### config.mk
export PLATFORM = sky130hd
export DESIGN_NAME = sync_mark_generator
export DESIGN_NICKNAME = d
export VERILOG_FILES = /design/src/rtl/sync_mark_generator.sv
export SDC_FILE = /design/constraint.sdc
export NUM_CORES = 1
export LEC_CHECK = 0
export CORE_MARGIN = 5
export CORE_UTILIZATION = 35
export DETAILED_ROUTE_END_ITERATION = 12
export PLACE_DENSITY = 0.59
export SLEW_MARGIN = 25
export SYNTH_ARGS = -nofsm -noshare
export SYNTH_HDL_FRONTEND = slang
export SYNTH_SLANG_ARGS = --single-unit
### constraint.sdc
create_clock -name clk -period 4.1 [get_ports clk]
set_input_delay 1.23 -clock clk [delete_from_list [all_inputs] [get_ports clk]]
set_output_delay 1.23 -clock clk [all_outputs]
set_load 0.01 [all_outputs]
### src/rtl/sync_mark_generator.sv
// Emits the raw preamble + sync/address-mark cell stream for the selected encoding, MSB first.
// Optional SYNC_GEN_CRC_INIT_EN adds crc_init/crc_init_valid for the following CRC engine.
module sync_mark_generator #(
  parameter int MFM_PRE_WORDS   = 12,
  parameter int FM_PRE_WORDS    = 6,
  parameter int CBM_PRE_WORDS   = 5,
  parameter int APPLE_PRE_WORDS = 5
) (
  input  logic        clk,
  input  logic        reset_n,
  input  logic        enable,
  input  logic        start,
  input  logic [2:0]  encoding,
  output logic        bit_out,
  output logic        bit_valid,
  input  logic        bit_ready,
  output logic        busy,
  output logic        done,
  output logic        error
`ifdef SYNC_GEN_CRC_INIT_EN
  ,
  output logic [15:0] crc_init,
  output logic        crc_init_valid
`endif
);

  // state   | meaning
  // IDLE    | waiting for start
  // PRE     | emitting preamble words
  // SYNC    | emitting sync / address-mark words
  // FIN     | one-cycle done pulse, back to IDLE
  typedef enum logic [1:0] {
    ST_IDLE = 2'd0,
    ST_PRE  = 2'd1,
    ST_SYNC = 2'd2,
    ST_FIN  = 2'd3
  } state_t;

  localparam logic [2:0] ENC_MFM     = 3'b000;
  localparam logic [2:0] ENC_FM      = 3'b001;
  localparam logic [2:0] ENC_CBM     = 3'b010;
  localparam logic [2:0] ENC_AP6     = 3'b011;
  localparam logic [2:0] ENC_AP5     = 3'b100;
  localparam logic [2:0] ENC_M2FM    = 3'b101;
  localparam logic [2:0] ENC_TANDY   = 3'b110;
  localparam logic [2:0] ENC_ILLEGAL = 3'b111;

  function automatic logic [15:0] pre_word(input logic [2:0] enc);
    logic [15:0] w;
    case (enc)
      ENC_CBM:          w = 16'hFFFF;
      ENC_AP6, ENC_AP5: w = 16'h03FC;
      default:          w = 16'hAAAA;
    endcase
    return w;
  endfunction

  function automatic logic [3:0] pre_top(input logic [2:0] enc);
    logic [3:0] t;
    case (enc)
      ENC_AP6, ENC_AP5: t = 4'd9;
      default:          t = 4'd15;
    endcase
    return t;
  endfunction

  function automatic logic [7:0] pre_count(input logic [2:0] enc);
    logic [7:0] n;
    case (enc)
      ENC_MFM, ENC_M2FM: n = 8'(MFM_PRE_WORDS);
      ENC_FM, ENC_TANDY: n = 8'(FM_PRE_WORDS);
      ENC_CBM:           n = 8'(CBM_PRE_WORDS);
      ENC_AP6, ENC_AP5:  n = 8'(APPLE_PRE_WORDS);
      default:           n = 8'd0;
    endcase
    return n;
  endfunction

  function automatic logic [7:0] sync_count(input logic [2:0] enc);
    logic [7:0] n;
    case (enc)
      ENC_MFM, ENC_AP6, ENC_AP5:     n = 8'd3;
      ENC_FM, ENC_M2FM, ENC_TANDY:   n = 8'd1;
      default:                       n = 8'd0;
    endcase
    return n;
  endfunction

  function automatic logic [3:0] sync_top(input logic [2:0] enc);
    logic [3:0] t;
    case (enc)
      ENC_AP6, ENC_AP5: t = 4'd7;
      default:          t = 4'd15;
    endcase
    return t;
  endfunction

  // words_left counts down, so 3/2/1 selects the first/second/third Apple mark byte
  function automatic logic [15:0] sync_word(input logic [2:0] enc, input logic [7:0] words_left);
    logic [15:0] w;
    case (enc)
      ENC_MFM:   w = 16'h4489;
      ENC_FM:    w = 16'hF57E;
      ENC_M2FM:  w = 16'hF77A;
      ENC_TANDY: w = 16'hF56A;
      ENC_AP6, ENC_AP5: begin
        case (words_left)
          8'd3:    w = 16'h00D5;
          8'd2:    w = 16'h00AA;
          default: w = (enc == ENC_AP6) ? 16'h0096 : 16'h00B5;
        endcase
      end
      default:   w = 16'h0000;
    endcase
    return w;
  endfunction

  function automatic logic [15:0] crc_seed(input logic [2:0] enc);
    logic [15:0] c;
    case (enc)
      ENC_MFM:                     c = 16'hCDB4;
      ENC_FM, ENC_M2FM, ENC_TANDY: c = 16'hFFFF;
      default:                     c = 16'h0000;
    endcase
    return c;
  endfunction

  state_t      state_q, state_d;
  logic [2:0]  enc_q, enc_d;
  logic [3:0]  bit_idx_q, bit_idx_d;
  logic [7:0]  word_cnt_q, word_cnt_d;
  logic        error_q, error_d;
  logic [15:0] crc_q, crc_d;
  logic [15:0] cur_word;

  always_ff @(posedge clk) begin
    if (!reset_n) begin
      state_q    <= ST_IDLE;
      enc_q      <= 3'd0;
      bit_idx_q  <= 4'd0;
      word_cnt_q <= 8'd0;
      error_q    <= 1'b0;
      crc_q      <= 16'h0000;
    end else begin
      state_q    <= state_d;
      enc_q      <= enc_d;
      bit_idx_q  <= bit_idx_d;
      word_cnt_q <= word_cnt_d;
      error_q    <= error_d;
      crc_q      <= crc_d;
    end
  end

  always_comb begin
    state_d    = state_q;
    enc_d      = enc_q;
    bit_idx_d  = bit_idx_q;
    word_cnt_d = word_cnt_q;
    error_d    = 1'b0;
    crc_d      = crc_q;

    if (!enable) begin
      state_d    = ST_IDLE;
      bit_idx_d  = 4'd0;
      word_cnt_d = 8'd0;
    end else begin
      case (state_q)
        ST_IDLE: begin
          if (start) begin
            if (encoding == ENC_ILLEGAL) begin
              error_d = 1'b1;
            end else begin
              enc_d      = encoding;
              word_cnt_d = pre_count(encoding);
              bit_idx_d  = pre_top(encoding);
              crc_d      = crc_seed(encoding);
              state_d    = ST_PRE;
            end
          end
        end
        ST_PRE, ST_SYNC: begin
          if (bit_ready) begin
            if (bit_idx_q != 4'd0) begin
              bit_idx_d = bit_idx_q - 4'd1;
            end else if (word_cnt_q > 8'd1) begin
              word_cnt_d = word_cnt_q - 8'd1;
              bit_idx_d  = (state_q == ST_PRE) ? pre_top(enc_q) : sync_top(enc_q);
            end else if (state_q == ST_PRE && sync_count(enc_q) != 8'd0) begin
              word_cnt_d = sync_count(enc_q);
              bit_idx_d  = sync_top(enc_q);
              state_d    = ST_SYNC;
            end else begin
              word_cnt_d = 8'd0;
              bit_idx_d  = 4'd0;
              state_d    = ST_FIN;
            end
          end
        end
        ST_FIN: begin
          state_d = ST_IDLE;
        end
        default: begin
          state_d = ST_IDLE;
        end
      endcase
    end
  end

  always_comb begin
    cur_word = 16'h0000;
    if (state_q == ST_PRE) begin
      cur_word = pre_word(enc_q);
    end else if (state_q == ST_SYNC) begin
      cur_word = sync_word(enc_q, word_cnt_q);
    end
  end

  assign bit_valid = (state_q == ST_PRE) || (state_q == ST_SYNC);
  assign busy      = bit_valid;
  assign bit_out   = bit_valid & cur_word[bit_idx_q];
  assign done      = (state_q == ST_FIN);
  assign error     = error_q;

`ifdef SYNC_GEN_CRC_INIT_EN
  assign crc_init       = crc_q;
  assign crc_init_valid = done;
`else
  // Seed is still tracked so the default build shares one datapath; it simply has no sink.
  logic crc_unused;
  assign crc_unused = ^crc_q;
`endif

endmodule
After elaboration in Yosys (flattened, before gate mapping)
Cells that the tools add are included.

word-level totals
  output and inout bits = 5
  input bits = 8
  logic and storage cells = 97
  bits in registers = 18

cells by class
  equal/unequal tests = 23
  reduce and logical (&&, ||, !) cells = 22
  order comparisons = 2
  $add $sub $neg = 2
  multiplexer cells = 41
  bitwise operators = 2

operator list
  operator                                                       number
  two-way mux 8 bit                                              11
  case mux 16 bit (5 select lines)                               1
  two-way mux 16 bit                                             2
  two-way mux 4 bit                                              8
  case mux 16 bit (2 select lines)                               1
  == test 3 bit, second input constant                           7
  == test 8 x 2 -> 1 bit, second input constant                  2
  case mux 8 bit (2 select lines)                                1
  case mux 7 bit (2 select lines)                                1
  == test 3 x 2 -> 1 bit, second input constant                  4
  case mux 4 bit (3 select lines)                                1
  AND reduction 4 bit                                            3
  two-way mux 2 bit                                              5
  != test 2 bit, second input constant                           5
  AND reduction 5 bit                                            2
  OR reduction 2 bit                                             5
  OR reduction 3 bit                                             3
  greater-than comparator 8 x 1 -> 1 bit, second input constant  1
  case mux 4 bit (2 select lines)                                1
  nonzero test 8 bit                                             1
  subtractor 8 x 1 -> 8 bit, second input constant               1
  == test 3 x 1 -> 1 bit, second input constant                  2
  zero test 3 bit                                                2
  two-way mux 3 bit                                              2
  other kinds (17)                                               20

Logic depth before layout (Yosys ltp)
  depth after elaboration = 15
  mapped depth = 10
  gate-level depth less buffers = 8

Worst setup path before layout
No wires, ideal clock.

  path kind = reg-to-output
  start point = register word_cnt_q[0]
  end point = output port bit_out
  slack = 0.965 ns
  path buffers = 0
  data required time = 2.870 ns
  data arrival time = 1.905 ns
  stages on the path, launching flop included = 9
  cells stage by stage = dfxtp_1 inv_1 ha_1 nor4b_1 and3_1 a211o_1 a311oi_1 nand3_1 a31oi_1

between the ends
  longest elaborated chain between the ends = 8
  elaborated cells between the ends (all ways) = 9
  classes of those cells = 2 x eq/ne; 6 x mux; 1 x bitwise

ends and longest elaborated chain
  element                                    RTL line  RTL
  from (decl)                                131       logic [7:0] word_cnt_q, word_cnt_d;
  from (signal assigned)                     148       word_cnt_q <= word_cnt_d;
  == test 8 x 2 -> 1 bit                     107       case (words_left)
  case mux 7 bit (2 select lines) *          107
  case mux 16 bit (5 select lines) *         101       case (enc)
  two-way mux 16 bit *                       213       end else if (state_q == ST_SYNC) begin
  two-way mux 16 bit *                       211       if (state_q == ST_PRE) begin
  binary-select mux 1 bit (select 4 bit) *   220       assign bit_out = bit_valid & cur_word[bit_idx_q];
  two-way mux 1 bit (not written as such) *  220
  bitwise AND 1 bit *                        220
  to (decl)                                  14        output logic bit_out,

Every way passes the cells marked *; elsewhere a longest branch is shown, timed or not. The select of a mux whose other input is x is not followed.

Final worst setup path
Same ends and word-level chain as after synthesis.

==> flow_summary.yaml <==
status:
  status: "finished clean"
power_and_ir_drop:
  peakVddDrop_mv: 0.1459
  power.leakage_uw: 0.0007093
  p_per_area_nw_per_um2: 332.2
cts:
  cts_made_buffers: 3
  numClockSinks: 18
  cts_tree: "done"
  path_clk_slew_ns: 0.07
  cts-root-buf: "clkbuf_8"
  clock_latency_ns: 0.26
  cts_setup_buffers: 0
  clock_path_buffers: 2
  htree_levels: 1
timing:
  final.period_utilization_pct: 87.73
  slew_violations: 0
  tns_ns: 0
  slew_headroom_pct: 66.51
  finClkSkew_ns: 0.002391
  rsz0062_at_grt: "no"
  finalHoldViolations: 0
  setup_viol: 0
  worst_pin_slew_ns: 0.4898
  timing.fmax_mhz: 278.0
  post-route-min-period_ns: 3.597
place:
  place_congestion: 0.8609
  dp_cells: 304
  dpl.hpwl_um: 3417
  port_buffers: 12
setup_path:
  critPathMaxFanout: 7
  cp-end-kind: "output pin"
  critical_path_class: "reg -> out"
  worst_setup_path_start_kind: "flop"
  reg2reg_depth: 8
  rrSetupSlack_ns: 1.81
  r2r_start: "bit_idx_q[0]$_SDFFE_PN0P_"
  r2r-end: "word_cnt_q[2]$_SDFFE_PN0P_"
  required_ns: 2.87
  worstPathArrival_ns: 2.37
global_routing:
  antenna_found_initial: 0
  grt_use_total_pct: 15.22
  grt_pass1_vias: 1675
  overflow: 0
  grt_pass1_wl_um: 8017
  grt_max_degree: 23
floorplan:
  die_w_um: 81.07
  core_um2: 4817
  start_util_pct: 36.70
  die_y_um: 81.07
  dieArea_um2: 6572
  std_cell_rows: 25
  ios: 13
routing:
  drt_iter0_markers: 276
  drt-vias-per-instance: 5.739
  drt_wl_total_um: 4610
  vias: 1762
  drc_errors: 0
  ant_nets: 0
  wl_per_cell_um: 15.02
  drtPass1Iterations: 4
yosys:
  async_flop_share_pct: 0
  yosysUniqueCellTypes: 58
  yosysWarnings: 0
  netlist_instances: 236
  ys_ff_latch: 18
  synth_edf_count: 0
  ys_seq_area_share_pct: 20.38
  syn-mean-instance-area_um2: 7.491
  ys.flop_type: "dfxtp_1"
  synth_nets: 253
  synth_area_um2: 1768
min_path:
  hold_class: "reg -> reg"
  hold_path_depth: 2
  min_from: "word_cnt_q[0]$_SDFFE_PN0P_"
  hold_path_end: "word_cnt_q[0]$_SDFFE_PN0P_"
cells_and_area:
  area_growth_pct: 11.82
  num_antenna_cells: 0
  drive_gt1_share_pct: 11.25
  fin_cells: 307
  nNetsFinal: 259
flow_run:
  max_cap_viol_count: 0
registers in the layout (all words and copies together), names as in the netlist:
signal and cells:
bit_idx_q 4, state_q 2, enc_q 3, word_cnt_q 8, error 1
cell usage in the layout, fill, tap and decap left out, types with 3 or more instances in the layout:
master	n
o21ai_0	16
ha_1	8
inv_1	10
nand2_1	22
and2_1	4
o311ai_1	3
nor3_1	7
dfxtp_1	15
nand2b_1	9
and3_1	4
nor2_1	17
xor2_1	3
a211oi_1	3
nor2b_1	6
a21oi_1	19
dfxtp_2	3
clkdlybuf4s50_1	11
nor3b_1	4
a31oi_1	4
nand3_1	6
buf_4	6
o221a_2	3
o211ai_1	3
mux2i_1	5
clkbuf_8	3
a211o_1	5
critical path, cell delays in order (launching register included):
cell	delay, ns
dfxtp_2	0.40
inv_1	0.08
ha_1	0.26
nor4b_1	0.16
and3_1	0.21
a211o_1	0.27
a311oi_1	0.27
nand3_1	0.12
a31oi_1	0.16
dlymetal6s2s_1	0.18
kinds of logic (layout without fill, tap and decap cells):
logic type / Yosys count / count (layout) / synth area share [%]
flip-flops: 18 / 18 / 20.38
adder cells (fa/ha/maj): 9 / 9 / 6.370
AO/OA/AOI/OAI: 77 / 77 / 30.29
multiplexers: 5 / 5 / 2.831
AND/OR/NAND/NOR: 95 / 95 / 30.43
buffers and inverters: 27 / 31 / 7.219
XOR/XNOR: 5 / 5 / 2.477
worst max-delay path by stage:
stage	startpoint	to	slack (ns)	cells past startpoint
6_report	word_cnt_q[0]$_SDFFE_PN0P_	bit_out	0.50	9
5_1_grt	word_cnt_q[0]$_SDFFE_PN0P_	bit_out	0.32	9
4_1_cts	word_cnt_q[0]$_SDFFE_PN0P_	bit_out	0.04	9
3_5_place_dp	word_cnt_q[0]$_SDFFE_PN0P_	bit_out	0.33	9
3_3_place_gp	word_cnt_q[0]$_SDFFE_PN0P_	bit_out	0.40	9
2_1_floorplan	word_cnt_q[0]$_SDFFE_PN0P_	bit_out	0.96	8
metrics by stage:
stage	power [µW]	instance area (µm²)	worst slack (ns)	util, %	hold slack, ns
final	656.7	1977	0.5031	41.04	0.5224
after global routing	703.6	1977	0.3215	41.04	0.5527
after CTS	656.0	1968	0.03610	40.86	0.5393
after detailed placement	524.8	1927	0.3307	40.00	0.5295
after global placement	524.4	1927	0.3993	40.00	0.5152
after floorplan	455.7	1768	0.9649	-	0.4899
cell type report:
cell class | instances | area (µm²)
fill | 520 | 2840
multi-input combinational | 191 | 1282
sequential | 18 | 364.1
timing repair buffer | 18 | 167.7
tap | 67 | 83.83
clock buffer | 3 | 41.29
inverter | 10 | 37.54
layer usage:
metal  routed length [µm]  up-vias  track usage (%)  part of all wire [%]
met4                   65        0            5.912                   1.4
met5                    0        -                0                     0
met1                 2220      800            21.56                    48
met2                 2018       76            23.48                    44
li1                     -      882                -                     -
met3                  306        4            1.663                   6.6
where the power goes:
group	internal, µW	total (µW)	switching, µW
clock network	65.6	131	65.2
registers	190	219	29.1
logic	129	307	178
total	385	657	272
cells in the mapped netlist (2+ instances only):
master / n / area, µm²
and2_1: 4 / 25.02
nor3b_2: 2 / 25.02
o21ai_0: 16 / 80.08
clkbuf_1: 5 / 18.77
xor2_1: 3 / 26.28
o311ai_1: 3 / 26.28
a211o_1: 5 / 43.79
o211ai_1: 3 / 22.52
a211oi_1: 3 / 22.52
nor2b_1: 6 / 37.54
nand3_1: 6 / 30.03
o221a_2: 3 / 33.78
a311oi_1: 2 / 17.52
and3_1: 4 / 25.02
o21ai_1: 2 / 10.01
nand3b_1: 2 / 15.01
nor3b_1: 4 / 30.03
and2b_1: 2 / 15.01
nand2b_1: 9 / 56.30
a31oi_1: 4 / 25.02
mux2i_1: 5 / 50.05
nor2_1: 17 / 63.81
inv_1: 10 / 37.54
ha_1: 9 / 112.6
a21oi_1: 19 / 95.09
xnor2_1: 2 / 17.52
buf_2: 9 / 45.04
nand4_1: 2 / 12.51
nand2_1: 22 / 82.58
dfxtp_1: 18 / 360.4
buf_4: 2 / 15.01
nor3_1: 7 / 35.03
timing repair:
item,in CTS,in global routing
endpoints found under the setup margin,0,1
hold buffers,0,0
resized for setup,0,5
(Power assumes the default switching activity.)
